$ cat src/rtl/ror_share_arbiter_if.sv
// ror_share_arbiter_if: groups the requester, shared-rotator and result-stage
// signals of ror_share_arbiter. The slave modport is the arbiter's view; the
// master modport is the surrounding environment (clients, rotator, consumer).
interface ror_share_arbiter_if #(
  parameter int WIDTH = 4,
  parameter int SW    = 2
);
  logic             req0_valid;
  logic             req0_ready;
  logic [WIDTH-1:0] req0_data;
  logic [SW-1:0]    req0_amt;
  logic             req1_valid;
  logic             req1_ready;
  logic [WIDTH-1:0] req1_data;
  logic [SW-1:0]    req1_amt;
  logic [WIDTH-1:0] rot_I;
  logic [SW-1:0]    rot_S;
  logic [WIDTH-1:0] rot_O;
  logic             out_valid;
  logic             out_ready;
  logic [WIDTH-1:0] out_data;
  logic             out_src;

  modport slave (
    input  req0_valid, req0_data, req0_amt,
    input  req1_valid, req1_data, req1_amt,
    input  rot_O, out_ready,
    output req0_ready, req1_ready,
    output rot_I, rot_S,
    output out_valid, out_data, out_src
  );

  modport master (
    output req0_valid, req0_data, req0_amt,
    output req1_valid, req1_data, req1_amt,
    output rot_O, out_ready,
    input  req0_ready, req1_ready,
    input  rot_I, rot_S,
    input  out_valid, out_data, out_src
  );
endinterface

$ cat src/rtl/ror_share_arbiter.sv
// ror_share_arbiter: shares one external combinational rotate-right datapath
// between two valid/ready requesters and registers the rotator result plus a
// source tag into a one-entry output stage (one cycle of latency).
// Optional feature macro: ROR_ARB_FIXED_PRIO_EN -- when defined, contention is
// always won by requester 0 and the round-robin pointer is removed.
module ror_share_arbiter #(
  parameter int WIDTH = 4,
  parameter int SW    = 2
) (
  input logic                CLK,
  input logic                RESETN,
  ror_share_arbiter_if.slave bus
);

  localparam logic [0:0] ST_EMPTY = 1'b0;
  localparam logic [0:0] ST_FULL  = 1'b1;

  logic [0:0]       r_state;
  logic [WIDTH-1:0] r_outData;
  logic             r_outSrc;
  logic             r_lockValid;
  logic             r_lockSel;

  logic             w_acceptEn;
  logic             w_contendSel;
  logic             w_grantValid;
  logic             w_grantSel;
  logic             w_req0Ready;
  logic             w_req1Ready;
  logic             w_xfer;

`ifdef ROR_ARB_FIXED_PRIO_EN
  assign w_contendSel = 1'b0;
`else
  logic r_rrPtr;
  assign w_contendSel = r_rrPtr;
`endif

  assign w_acceptEn = (r_state == ST_EMPTY) | bus.out_ready;

  // Grant selection; a grant that stalled behind a full output stage stays locked until it transfers
  always_comb begin
    w_grantValid = 1'b0;
    w_grantSel   = 1'b0;
    if (r_lockValid) begin
      w_grantSel   = r_lockSel;
      w_grantValid = r_lockSel ? bus.req1_valid : bus.req0_valid;
    end else if (bus.req0_valid && bus.req1_valid) begin
      w_grantSel   = w_contendSel;
      w_grantValid = 1'b1;
    end else if (bus.req0_valid) begin
      w_grantSel   = 1'b0;
      w_grantValid = 1'b1;
    end else if (bus.req1_valid) begin
      w_grantSel   = 1'b1;
      w_grantValid = 1'b1;
    end
  end

  assign w_req0Ready = w_acceptEn & w_grantValid & ~w_grantSel & RESETN;
  assign w_req1Ready = w_acceptEn & w_grantValid &  w_grantSel & RESETN;
  assign w_xfer      = w_req0Ready | w_req1Ready;

  assign bus.req0_ready = w_req0Ready;
  assign bus.req1_ready = w_req1Ready;

  // Steer the granted operand and amount to the shared rotator, zeros when idle or in reset
  always_comb begin
    bus.rot_I = '0;
    bus.rot_S = '0;
    if (w_grantValid && RESETN) begin
      bus.rot_I = w_grantSel ? bus.req1_data : bus.req0_data;
      bus.rot_S = w_grantSel ? bus.req1_amt  : bus.req0_amt;
    end
  end

  // Output stage FSM: load on transfer, drain when the consumer takes the result with nothing new
  always_ff @(posedge CLK or negedge RESETN) begin
    if (!RESETN) begin
      r_state   <= ST_EMPTY;
      r_outData <= '0;
      r_outSrc  <= 1'b0;
    end else begin
      case (r_state)
        ST_EMPTY: begin
          if (w_xfer) begin
            r_state   <= ST_FULL;
            r_outData <= bus.rot_O;
            r_outSrc  <= w_grantSel;
          end
        end
        ST_FULL: begin
          if (w_xfer) begin
            r_state   <= ST_FULL;
            r_outData <= bus.rot_O;
            r_outSrc  <= w_grantSel;
          end else if (bus.out_ready) begin
            r_state <= ST_EMPTY;
          end
        end
        default: r_state <= ST_EMPTY;
      endcase
    end
  end

  // Remember a grant that could not transfer so a late-arriving request cannot steal it
  always_ff @(posedge CLK or negedge RESETN) begin
    if (!RESETN) begin
      r_lockValid <= 1'b0;
      r_lockSel   <= 1'b0;
    end else if (w_xfer || !w_grantValid) begin
      r_lockValid <= 1'b0;
    end else begin
      r_lockValid <= 1'b1;
      r_lockSel   <= w_grantSel;
    end
  end

`ifndef ROR_ARB_FIXED_PRIO_EN
  // Round-robin pointer favours the side that did not win the most recent transfer
  always_ff @(posedge CLK or negedge RESETN) begin
    if (!RESETN) begin
      r_rrPtr <= 1'b0;
    end else if (w_xfer) begin
      r_rrPtr <= ~w_grantSel;
    end
  end
`endif

  assign bus.out_valid = (r_state == ST_FULL);
  assign bus.out_data  = r_outData;
  assign bus.out_src   = r_outSrc;

endmodule

$ cat src/flat_wrapper.sv
// flat-port wrapper written by rule: the top's interface ports become plain ports
module ror_share_arbiter_flat 
#(
  parameter int WIDTH = 4,
  parameter int SW    = 2
)
  (CLK, RESETN, bus_req0_valid, bus_req0_data, bus_req0_amt, bus_req1_valid, bus_req1_data, bus_req1_amt, bus_rot_O, bus_out_ready, bus_req0_ready, bus_req1_ready, bus_rot_I, bus_rot_S, bus_out_valid, bus_out_data, bus_out_src);
  ror_share_arbiter_if #(.WIDTH(WIDTH), .SW(SW)) bus_i ();
  input logic CLK;
  input logic RESETN;
  input wire logic [$bits(bus_i.req0_valid)-1:0] bus_req0_valid;
  input wire logic [$bits(bus_i.req0_data)-1:0] bus_req0_data;
  input wire logic [$bits(bus_i.req0_amt)-1:0] bus_req0_amt;
  input wire logic [$bits(bus_i.req1_valid)-1:0] bus_req1_valid;
  input wire logic [$bits(bus_i.req1_data)-1:0] bus_req1_data;
  input wire logic [$bits(bus_i.req1_amt)-1:0] bus_req1_amt;
  input wire logic [$bits(bus_i.rot_O)-1:0] bus_rot_O;
  input wire logic [$bits(bus_i.out_ready)-1:0] bus_out_ready;
  output wire logic [$bits(bus_i.req0_ready)-1:0] bus_req0_ready;
  output wire logic [$bits(bus_i.req1_ready)-1:0] bus_req1_ready;
  output wire logic [$bits(bus_i.rot_I)-1:0] bus_rot_I;
  output wire logic [$bits(bus_i.rot_S)-1:0] bus_rot_S;
  output wire logic [$bits(bus_i.out_valid)-1:0] bus_out_valid;
  output wire logic [$bits(bus_i.out_data)-1:0] bus_out_data;
  output wire logic [$bits(bus_i.out_src)-1:0] bus_out_src;
  assign bus_i.req0_valid = bus_req0_valid;
  assign bus_i.req0_data = bus_req0_data;
  assign bus_i.req0_amt = bus_req0_amt;
  assign bus_i.req1_valid = bus_req1_valid;
  assign bus_i.req1_data = bus_req1_data;
  assign bus_i.req1_amt = bus_req1_amt;
  assign bus_i.rot_O = bus_rot_O;
  assign bus_i.out_ready = bus_out_ready;
  assign bus_req0_ready = bus_i.req0_ready;
  assign bus_req1_ready = bus_i.req1_ready;
  assign bus_rot_I = bus_i.rot_I;
  assign bus_rot_S = bus_i.rot_S;
  assign bus_out_valid = bus_i.out_valid;
  assign bus_out_data = bus_i.out_data;
  assign bus_out_src = bus_i.out_src;
  ror_share_arbiter #(.WIDTH(WIDTH), .SW(SW)) u_core (.CLK(CLK), .RESETN(RESETN), .bus(bus_i));
endmodule
$ cat config.mk
export PLATFORM = sky130hd
export DESIGN_NAME = ror_share_arbiter_flat
export DESIGN_NICKNAME = d
export VERILOG_FILES = /design/src/rtl/ror_share_arbiter_if.sv /design/src/rtl/ror_share_arbiter.sv /design/src/flat_wrapper.sv
export SDC_FILE = /design/constraint.sdc
export NUM_CORES = 1
export LEC_CHECK = 0
export ABC_AREA = 1
export CAP_MARGIN = 20
export CORE_MARGIN = 3
export CORE_UTILIZATION = 38
export DETAILED_ROUTE_END_ITERATION = 10
export PLACE_DENSITY = 0.81
export SLEW_MARGIN = 5
export SYNTH_ARGS = -nofsm -noshare
export SYNTH_HDL_FRONTEND = slang
export SYNTH_SLANG_ARGS = --single-unit
export TNS_END_PERCENT = 1
$ cat constraint.sdc
create_clock -name CLK -period 3.5 [get_ports CLK]
set_clock_uncertainty 0.2 [all_clocks]
set_input_delay 0.35 -clock CLK [delete_from_list [all_inputs] [get_ports CLK]]
set_output_delay 0.35 -clock CLK [all_outputs]
set_load 0.1 [all_outputs]
==> flow_metrics.tcl <==
set metrics [dict create \
    via_count 633 \
    finalMaxSlewViolations 0 \
    cts_resized 0 \
    r2r_start "u_core.bus.out_valid" \
    clk_pin_slew_ns 0.06 \
    cp_common_cell "buf_4" \
    numPortBuffers 34 \
    numCtsBuffers 3 \
    critPathArrivalTime_ns 1.77 \
    drt_iter0_drc 10 \
    critPathLaunchType "primary input" \
    syn_avg_cell_area_sq_um 6.71 \
    h-tree-depth 1 \
    ys_seq_area_share_pct 39.0 \
    grt_pass1_vias 548 \
    routabilityCongestion 0.759 \
    grt_max_degree 16 \
    fp.dieH_um 45.0 \
    cts-root-buf "clkbuf_4" \
    clock_latency_ns 0.25 \
    crit_path_end_kind "output port" \
    n_antenna_cell 0 \
    fin_cells 139 \
    worst_pin_slew_ns 0.976 \
    routed-wl-met2_um 682 \
    die_area_sq_um 2020 \
    viasPerCell 4.55 \
    tns_ns 0 \
    core_area_sq_um 1370 \
    stdcell_area_sq_um 938 \
    cts_setup_buffers 0 \
    finalCritPeriodShare_pct 66.4 \
    grt_overflow 0 \
    power.density_nw_per_um2 733 \
    max_freq_mhz 430 \
    startpoint "RESETN" \
    ios 35 \
    min_period_ns 2.32 \
    antenna_found_initial 0 \
    placedCellCount 135 \
    p_leak_uw 0.000502 \
    num_rows 13 \
    maxUsedRoutingLayer "met4" \
    grt_pass1_wl_um 2350 \
    final_core_util_pct 68.7 \
    die_w_um 45.0 \
    detail-route-antenna-nets 0 \
    cp_data_required_time_ns 2.95 \
    synth_cells 86 \
    start_util_pct 42.2 \
    met1_length_um 587 \
    track_usage_pct 16.1 \
    firstDrtPassIters 4 \
    cts_tree "yes" \
    cap_viol_max_count 0 \
    rsz0062_at_grt "no" \
    ir_worst_vdd_mv 0.605 \
    slowest_delay_ns 0.45 \
    setup_violations 0 \
    dpl_cell_area_sq_um 912 \
    cpMaxStageDelayCell "clkdlybuf4s50_1" \
    routed-wl-met3_um 68 \
    syn_nets 107 \
    n_fill_cell 128 \
    worstPathCellList "clkdlybuf4s50_1 > buf_4 > inv_2 > a21oi_4 > nand2_1 > nor2_1 > buf_4" \
    maxSlewHeadroom_pct 34.7 \
    cts_sinks 9 \
    crit_type "in2out" \
    cts_buffer_depth 2 \
    drive_gt1_share_pct 16.9 \
    ctsHoldBuffers 0 \
    netlist_area_sq_um 577 \
    routed_wl_um 1360 \
    area_delta_synth_final_pct 62.7 \
    yosysWarnings 0 \
    hpwl_um 1150 \
    ys_types 14 \
    hold_violations 0 \
    wl_per_cell_um 9.78 \
    whs_ns 0.197 \
    status "complete, no violations" \
    hp-class "in2async" \
    ys_seq_elements 9 \
    nNetsFinal 146 \
    cp_max_fo 15 \
    drc 0 \
]
metal layers:
layer,up-vias,track usage (%)
li1,336,-
met1,275,20.0
met2,18,24.0
met3,4,6.37
met4,0,8.19
met5,-,0
through the flow:
step | worst slack (ns) | power, uW
after floorplan | 0.851 | 509
after global routing | 1.06 | 733
after detailed placement | 1.17 | 615
after CTS | 1.18 | 695
after global placement | 1.18 | 612
final | 1.18 | 687
logic make-up (layout without fill, tap and decap cells):
logic type / Yosys count / count (layout) / share of synthesized area [%]
AND/OR/NAND/NOR: 56 / 56 / 42.5
flip-flops: 9 / 9 / 39.0
AO/OA/AOI/OAI: 5 / 5 / 6.72
buffers and inverters: 16 / 54 / 11.7
sequential cells by signal, summed over array words and instances, names as in the netlist:
register	count
u_core.r_rrPtr	1
u_core.bus.out_valid	1
u_core.bus.out_src	1
u_core.r_lockValid	1
u_core.bus.out_data	4
u_core.r_lockSel	1
cells in the final DEF, fill, tap and decap left out, drive strengths merged:
| cell | netlist | layout |
|---|---|---|
| nand3b | 1 | 1 |
| clkbuf | 0 | 4 |
| nand2 | 35 | 35 |
| dfrtp | 9 | 9 |
| inv | 15 | 15 |
| o21ai | 2 | 2 |
| nor2 | 15 | 15 |
| nand4 | 4 | 4 |
| nand3 | 1 | 1 |
| buf | 1 | 9 |
| a21oi | 2 | 2 |
| clkdlybuf4s50 | 0 | 26 |
| o211ai | 1 | 1 |
worst paths after layout:
path / to / slack, ns / cells after the start
min reg2reg: u_core.bus.out_data[0] / 0.27 / 2
min in group CLK: u_core.bus.out_data[0] / 0.27 / 2
max: bus_rot_S[1] / 1.18 / 7
max in group asynchronous: u_core.bus.out_data[3] / 2.74 / 2
max reg2reg: u_core.bus.out_valid / 2.09 / 5
min: u_core.bus.out_data[2] / 0.20 / 2
where the power goes:
part,switching (uW),internal (uW)
Combinational,349,107
Clock,32.4,43.7
Sequential,19.4,136
Yosys cell counts (all sizes together):
cell type	instances	share of area, %
nor2	15	9.8
a21oi	2	3.7
buf	1	2.0
o211ai	1	1.3
nand3	1	1.7
nand2	35	25
dfrtp	9	39
o21ai	2	1.7
nand3b	1	1.3
nand4	4	4.3
inv	15	9.8
critical path, delay by kind of cell:
family,cells,cell delay [ns]
AO/OA/AOI/OAI,1,0.20
buffers and inverters,4,1.04
AND/OR/NAND/NOR,2,0.17
layout make-up:
class | instances | area [sq um] | area share [%]
inverters | 15 | 56.3 | 6.00
flip-flops and latches | 9 | 225 | 24.0
repair buffers | 35 | 328 | 34.9
multi-input cells | 61 | 284 | 30.3
clock buffers | 4 | 26.3 | 2.80
well taps | 15 | 18.8 | 2.00
(Power assumes the default switching activity.)
